`config.mk`:
```
export PLATFORM = sky130hd
export DESIGN_NAME = wb_regfile
export DESIGN_NICKNAME = d
export VERILOG_FILES = /design/src/rtl/wb_regfile.sv
export SDC_FILE = /design/constraint.sdc
export NUM_CORES = 2
export LEC_CHECK = 0
export CORE_MARGIN = 8
export CORE_UTILIZATION = 50
export CTS_BUF_LIST = sky130_fd_sc_hd__clkbuf_4 sky130_fd_sc_hd__clkbuf_8 sky130_fd_sc_hd__clkbuf_16
export DETAILED_ROUTE_END_ITERATION = 10
export HOLD_SLACK_MARGIN = 0.03
export PLACE_DENSITY = 0.69
export SLEW_MARGIN = 10
export SYNTH_ARGS = -nofsm -noshare
export SYNTH_HDL_FRONTEND = slang
export SYNTH_SLANG_ARGS = --single-unit
```
`constraint.sdc`:
```
create_clock -name clk -period 2.25 [get_ports clk]
set_input_delay 0.3375 -clock clk [delete_from_list [all_inputs] [get_ports clk]]
set_output_delay 0.3375 -clock clk [all_outputs]
set_load 0.01 [all_outputs]
```
`src/rtl/wb_regfile.sv`:
```
// ---------------------------------------------------------------------------
// wb_regfile
//   Architectural register file sitting at the tail of the writeback stage.
//   Holds NREGS = 2**AWIDTH registers (x0 hardwired to zero), serves two
//   combinational read ports with a write-first bypass, tracks outstanding
//   long-latency writes in a pending scoreboard so decode can stall, and keeps
//   a one-cycle history of the last committed write as a late EX forward.
//
// Ports
//   clk, rst_n                 clock, asynchronous active-low reset
//   wb_we_i/wb_addr_i/wb_data_i writeback enable, destination, data
//   rs1_addr_i, rs2_addr_i     read addresses
//   rs1_data_o, rs2_data_o     read data (combinational, bypassed)
//   pend_set_i, pend_addr_i    mark a destination as having a write in flight
//   flush_i                    drop every pending mark
//   rs1_busy_o, rs2_busy_o     read address has a write still in flight
//   fwd_valid_o/addr_o/data_o  last cycle's committed write
// ---------------------------------------------------------------------------
module wb_regfile #(
  parameter int DWIDTH = 32,
  parameter int AWIDTH = 5
) (
  input  logic              clk,
  input  logic              rst_n,
  input  logic              wb_we_i,
  input  logic [AWIDTH-1:0] wb_addr_i,
  input  logic [DWIDTH-1:0] wb_data_i,
  input  logic [AWIDTH-1:0] rs1_addr_i,
  input  logic [AWIDTH-1:0] rs2_addr_i,
  output logic [DWIDTH-1:0] rs1_data_o,
  output logic [DWIDTH-1:0] rs2_data_o,
  input  logic              pend_set_i,
  input  logic [AWIDTH-1:0] pend_addr_i,
  input  logic              flush_i,
  output logic              rs1_busy_o,
  output logic              rs2_busy_o,
  output logic              fwd_valid_o,
  output logic [AWIDTH-1:0] fwd_addr_o,
  output logic [DWIDTH-1:0] fwd_data_o
);

  localparam int NREGS = 1 << AWIDTH;

  logic [DWIDTH-1:0] regs [NREGS];
  logic [NREGS-1:0]  pend;
  logic [NREGS-1:0]  pend_next;
  logic              wb_commit;
  logic              rs1_hit;
  logic              rs2_hit;
  logic              rs1_wb_match;
  logic              rs2_wb_match;

  // A writeback only commits when it targets a real register; x0 writes are
  // dropped everywhere (array, bypass, history).
  assign wb_commit = wb_we_i && (wb_addr_i != '0);

  // Register array. Entry 0 is reset and never written, so it stays zero.
  always_ff @(posedge clk or negedge rst_n) begin
    if (!rst_n) begin
      for (int i = 0; i < NREGS; i++) begin
        regs[i] <= '0;
      end
    end else if (wb_commit) begin
      regs[wb_addr_i] <= wb_data_i;
    end
  end

  // Address matches between the in-flight writeback and each read port.
  assign rs1_wb_match = wb_we_i && (wb_addr_i == rs1_addr_i);
  assign rs2_wb_match = wb_we_i && (wb_addr_i == rs2_addr_i);

  // Bypass is gated by rst_n so reads return zero while reset is held, even
  // if the writeback stage still presents a write.
  assign rs1_hit = rst_n && rs1_wb_match && (rs1_addr_i != '0);
  assign rs2_hit = rst_n && rs2_wb_match && (rs2_addr_i != '0);

  always_comb begin
    rs1_data_o = '0;
    if (rs1_addr_i != '0) begin
      rs1_data_o = rs1_hit ? wb_data_i : regs[rs1_addr_i];
    end
  end

  always_comb begin
    rs2_data_o = '0;
    if (rs2_addr_i != '0) begin
      rs2_data_o = rs2_hit ? wb_data_i : regs[rs2_addr_i];
    end
  end

  // Scoreboard update order: clear on writeback, then set on issue (the
  // issue is younger, so it wins a same-address collision), then flush
  // overrides both. Bit 0 is forced low so x0 never reads as busy.
  always_comb begin
    pend_next = pend;
    if (wb_we_i) begin
      pend_next[wb_addr_i] = 1'b0;
    end
    if (pend_set_i && (pend_addr_i != '0)) begin
      pend_next[pend_addr_i] = 1'b1;
    end
    if (flush_i) begin
      pend_next = '0;
    end
    pend_next[0] = 1'b0;
  end

  always_ff @(posedge clk or negedge rst_n) begin
    if (!rst_n) begin
      pend <= '0;
    end else begin
      pend <= pend_next;
    end
  end

  // The write arriving this cycle releases the stall immediately; the bypass
  // supplies its data in the same cycle.
  assign rs1_busy_o = pend[rs1_addr_i] & ~rs1_wb_match;
  assign rs2_busy_o = pend[rs2_addr_i] & ~rs2_wb_match;

  // History register. Address/data only load on a committed write so a late
  // consumer still sees the last value after valid drops. Flush is ignored.
  always_ff @(posedge clk or negedge rst_n) begin
    if (!rst_n) begin
      fwd_valid_o <= 1'b0;
      fwd_addr_o  <= '0;
      fwd_data_o  <= '0;
    end else begin
      fwd_valid_o <= wb_commit;
      if (wb_commit) begin
        fwd_addr_o <= wb_addr_i;
        fwd_data_o <= wb_data_i;
      end
    end
  end

endmodule

```
**Word level (Yosys, flattened, before mapping)**

Index checks and enable logic that the tools add are counted.

- Bits in registers: 1,093
- Input bits: 57
- Output and inout bits: 104
- Logic and storage cells: 97

- Magnitude comparators: 10
- Equal/unequal tests: 2
- Muxes and demuxes: 24
- Bitwise operators: 10
- Reductions and logical operators: 15

Operators by type and width:

| operator | number |
|---|---|
| 1024-bit bitwise mux | 1 |
| 32-bit two-way mux | 12 |
| 32-bit binary-select mux with 5-bit select | 2 |
| 32-bit demux with 5-bit select | 1 |
| 32-bit bitwise AND | 1 |
| 32-bit inverter | 1 |
| 32-bit bitwise OR | 1 |
| 5-bit by 6-bit less-than comparator with 1-bit output (second input constant) | 4 |
| 5-bit nonzero test | 4 |
| 6-bit >= comparator (second input constant) | 3 |
| 5-bit inverter with 6-bit output | 3 |
| 1-bit logical AND | 11 |
| 1-bit binary-select mux with 5-bit select | 2 |
| 1-bit demux with 5-bit select | 2 |
| 5-bit == test | 2 |
| 5-bit by 1-bit >= comparator with 1-bit output (second input constant) | 2 |
| 6-bit by 1-bit less-than comparator with 1-bit output (second input constant) | 1 |
| 1-bit two-way mux | 4 |
| 1-bit bitwise AND | 2 |
| 1-bit inverter | 2 |

**Longest topological paths before layout**

- Depth in word-level cells: 10
- Gate-level depth with buffers: 10
- Gate-level depth less buffers: 6

**Least setup slack after synthesis**

No wires, ideal clock.

- Path type: input -> output
- Start: in rs1_addr_i[0]
- End: out rs1_data_o[12]
- Arrival time: 2.084 ns
- Path slack: -0.172 ns
- Stages on the path: 8
- Path buffers: 4
- Cell sequence: buf_6 buf_6 buf_6 buf_2 mux4_2 o22ai_1 a21oi_1 a211o_1

- Cells in the longest elaborated chain, start to end: 6
- Elaborated cells on any way between the ends: 11

Ends and longest elaborated chain:

| element | RTL line | source |
|---|---|---|
| from (decl) | 28 | `input logic [AWIDTH-1:0] rs1_addr_i,` |
| 5-bit inverter with 6-bit output (implied by the code) or 5-bit == test (tied branches) | 80, 69 |  |
| 32-bit binary-select mux with 5-bit select or 1-bit logical AND (tied branches) | 80, 69 |  |
| 32-bit two-way mux (implied by the code) or 1-bit logical AND (tied branches) (2 in a row) | 80, 74 |  |
| 32-bit two-way mux | 80 | `rs1_data_o = rs1_hit ? wb_data_i : regs[rs1_addr_i];` |
| 32-bit two-way mux (*) | 79 | `if (rs1_addr_i != '0) begin` |
| to (decl) | 30 | `output logic [DWIDTH-1:0] rs1_data_o,` |

Every way passes the cells marked *; elsewhere a longest branch is shown, timed or not. The select of a mux whose other input is x is not followed.

**Final worst setup path**

- Start: reg regs[1021] (netlist bit)
- End: out rs1_data_o[29]

- Cells in the longest elaborated chain, start to end: 5

Ends and longest elaborated chain:

| element | RTL line | source |
|---|---|---|
| from (decl) | 44 | `logic [DWIDTH-1:0] regs [NREGS];` |
| from (signal, indexed assignment) | 64 | `regs[wb_addr_i] <= wb_data_i;` |
| 32-bit binary-select mux with 5-bit select | 80 |  |
| 32-bit two-way mux (implied by the code) (2 in a row) | 80 |  |
| 32-bit two-way mux | 80 |  |
| 32-bit two-way mux | 79 |  |

No other way between the ends. The select of a mux whose other input is x is not followed.

==> flow_summary.toml <==
[cts]
ctsHtreeMaxLevel = 3
root_buffer = "clkbuf_16"
max-clock-path-buffers = 3
tritoncts = "yes"
clkSinkCount = 1093
clk_pin_slew_ns = 0.06
numCtsBuffers = 117
insertion_delay_ns = 0.72

[setup_path]
r2r_start = "regs[559]"
crit_buf_inv = 3
cp-start-kind = "flop"
cp.required_ns = 1.91
crit_chain = "mux4_2 -> mux2i_1 -> buf_4 -> nor2_2 -> a21oi_2 -> buf_4 -> o211ai_1 -> buf_2"
cp.arrival_ns = 2.70
slowest_stage = "mux4_2"
critical_path_class = "flop to output port"
critPathCaptureType = "output port"
reg2reg_depth = 4
critPathMaxStageDelay_ns = 0.46
crit_family = "multiplexers"
reg2reg_to = "regs[559]"
cpMostUsedCell = "buf_4"
crit_fanout = 3
timing.reg2reg.setup_slack_ns = 1.13

[grt]
first_global_vias = 46257
antenna_found_initial = 8
track_usage_pct = 34.77
grt_max_degree = 184
gr-total-overflow = 0
grt_pass1_wl_um = 324700

[placement]
place_ws_ns = -1.555
place_hpwl_um = 148000
gp_congestion = 0.9592
port_buffers = 160

[logic_synthesis]
synthAdderAreaFrac_pct = 0
yosysUniqueCellTypes = 59
avgSynthCellArea_um2 = 14.14
synth-xor-area-share_pct = 0.1504
mappedNetlistArea_um2 = 58220
syn_inst = 4118
synthFlopType = "dfrtp_1"
synth_compound_area_share_pct = 7.341
synth_top_family_by_area = "multiplexers"
async_reset_ff_share_pct = 100.0
synth_mux_area_share_pct = 38.01
synth_simple_gate_area_share_pct = 3.679
synth-edff-count = 0
ys_ff_latch = 1093
seq_area_frac_synth_pct = 46.98
synth_fp_nets = 4175
yosysWarnings = 0

[power_and_ir_drop]
p_per_area_nw_per_um2 = 827.3
vdd_drop_max_mv = 0.6692
leakage_uw = 0.03328

[floorplanning]
ios = 161
die_h_um = 357.2
coreArea_um2 = 115900
dieWidth_um = 357.2
rows = 125
start_util_pct = 50.24
dieArea_um2 = 127600

[drt]
drc = 0
via_per_inst = 6.972
wl_per_cell_um = 34.65
drt-pass1-iter-count = 6
ant_nets = 0
wl_um = 224900
first_iter_violations = 6316
dr_total_vias = 45240

[sta]
clock_skew_ns = 0
worst_slew_pin_slew_ns = 0.9835
post-route-period-util_pct = 135.2
clock.fmax_mhz = 328.8
max_slew_margin_pct = 34.44
whs_ns = 0.1172
timing_hold_violations_final = 0
fin_ws_ns = -0.7916
min_period_ns = 3.042
setup_violations = 66
grt_setup_unrepaired = "yes"
finalMaxSlewViolations = 0
tns_ns = -33.88

[final_layout]
multi_input_comb_area_um2 = 30190
regArea_um2 = 27350
final_common_cell = "dfrtp_1"
final_cell_mix = "dfrtp_1, mux2_2, buf_4"
drive_gt1_share_pct = 57.44
syn_to_final_growth_pct = 28.46
fin_nets = 4922
fillers = 8153

[worst_hold_path]
min-delay-start = "wb_addr_i[2]"
hp-class = "primary input to flop"
hold_end = "fwd_addr_o[2]"
worst_hold_path.num_cells = 3

[run_status]
violations = "negative setup slack"
status = "complete, but fails checks"

[run]
max-cap-violations = 0
-- routing by layer --
| layer | track usage (%) | part of all wire [%] | wire length (µm) | vias to the layer above |
|---|---|---|---|---|
| met4 | 21.15 | 7.2 | 16110 | 16 |
| li1 | - | - | - | 17590 |
| met3 | 11.68 | 12 | 28050 | 846 |
| met1 | 45.87 | 37 | 83700 | 23609 |
| met5 | 0 | 0.11 | 251 | - |
| met2 | 49.69 | 43 | 96750 | 3179 |
-- worst max-delay path by stage --
stage | cells after the start | start | to | slack (ns)
floorplan | 6 | rs1_addr_i[0] | rs1_data_o[5] | -0.05
global placement | 8 | wb_addr_i[3] | rs1_data_o[0] | -1.55
detailed placement | 8 | wb_addr_i[1] | rs1_data_o[0] | -1.55
CTS | 8 | regs[1021] | rs1_data_o[29] | -0.83
global route | 8 | regs[797] | rs1_data_o[29] | -0.83
finish | 8 | regs[1021] | rs1_data_o[29] | -0.79
-- what timing repair did --
item | 4_1_cts | 5_1_grt
cloned | 4 | 3
buffers inserted | 66 | 26
hold buffers | 3 | 0
endpoints found under the setup margin | 66 | 466
resized for setup | 549 | 112
endpoints found under the hold margin | 57 | 0
pin swaps | 147 | 84
-- sequential cells by signal, summed over array words and instances, names as in the netlist --
| register | cells |
|---|---|
| pend | 31 |
| fwd_data_o | 32 |
| fwd_valid_o | 1 |
| regs | 1024 |
| fwd_addr_o | 5 |
-- cells by family after synthesis --
logic type | Yosys count
flip-flops | 1093
AND/OR/NAND/NOR | 448
XOR/XNOR | 10
AO/OA/AOI/OAI | 551
buffers and inverters | 483
multiplexers | 1533
-- cell type report --
class,instances,share of cell area [%]
clock buffer,163,4.696
sequential,1093,36.57
clock inverter,49,0.8164
timing repair buffer,1105,14.94
tap,1524,2.550
inverter,6,0.03681
multi-input combinational,2542,40.37
antenna,7,0.02342
-- cell usage after synthesis (all sizes together) (2+ instances only) --
library cell / n / area [µm²]
dfrtp: 1093 / 27350
mux2: 913 / 10280
mux4: 451 / 10160
clkbuf: 251 / 942.2
buf: 226 / 1271
nand2: 207 / 779.5
mux2i: 169 / 1692
o22ai: 129 / 807.0
a32o: 128 / 1281
nor2: 67 / 251.5
o221ai: 61 / 534.3
a21oi: 53 / 265.3
o21ai: 36 / 183.9
a211o: 28 / 245.2
or3: 23 / 148.9
nor3: 22 / 115.1
a211oi: 21 / 157.7
nand3: 21 / 105.1
nor4: 20 / 125.1
a22oi: 19 / 142.6
a221o: 17 / 170.2
nor2b: 15 / 93.84
a22o: 14 / 122.6
nor3b: 14 / 115.1
a31oi: 11 / 68.82
nand2b: 10 / 62.56
or2: 10 / 62.56
xnor2: 10 / 87.58
and3: 9 / 56.30
nand4: 9 / 56.30
nor4b: 8 / 70.07
o211ai: 6 / 45.04
a2111oi: 5 / 43.79
a221oi: 5 / 43.79
inv: 5 / 18.76
nand3b: 4 / 30.03
o221a: 4 / 45.04
o32ai: 4 / 35.03
or4: 4 / 30.03
a21o: 3 / 22.52
o21bai: 3 / 22.52
and2: 2 / 12.51
and3b: 2 / 17.52
-- report_power, final --
group / internal, µW / total, µW / leakage, µW / switching, µW
Clock: 12300 / 20800 / 0.00208 / 8450
Sequential: 23200 / 25800 / 0.0141 / 2600
Combinational: 8990 / 15300 / 0.0172 / 6320
-- tightest hold or removal path, cell delays in order --
cell	delay (ns)
buf_2	0.16
buf_6	0.17
a22o_1	0.14
-- per-stage QoR --
step	std cells	instance area (µm²)	util [%]	total power (µW)
after floorplan	4118	58410	-	33820
after global placement	6188	68330	58.96	39450
after detailed placement	6188	68330	58.96	40040
after CTS	6457	73930	63.79	61230
after global routing	6485	74780	64.52	63880
final	6489	74790	64.53	61870
(Power assumes the default switching activity.)
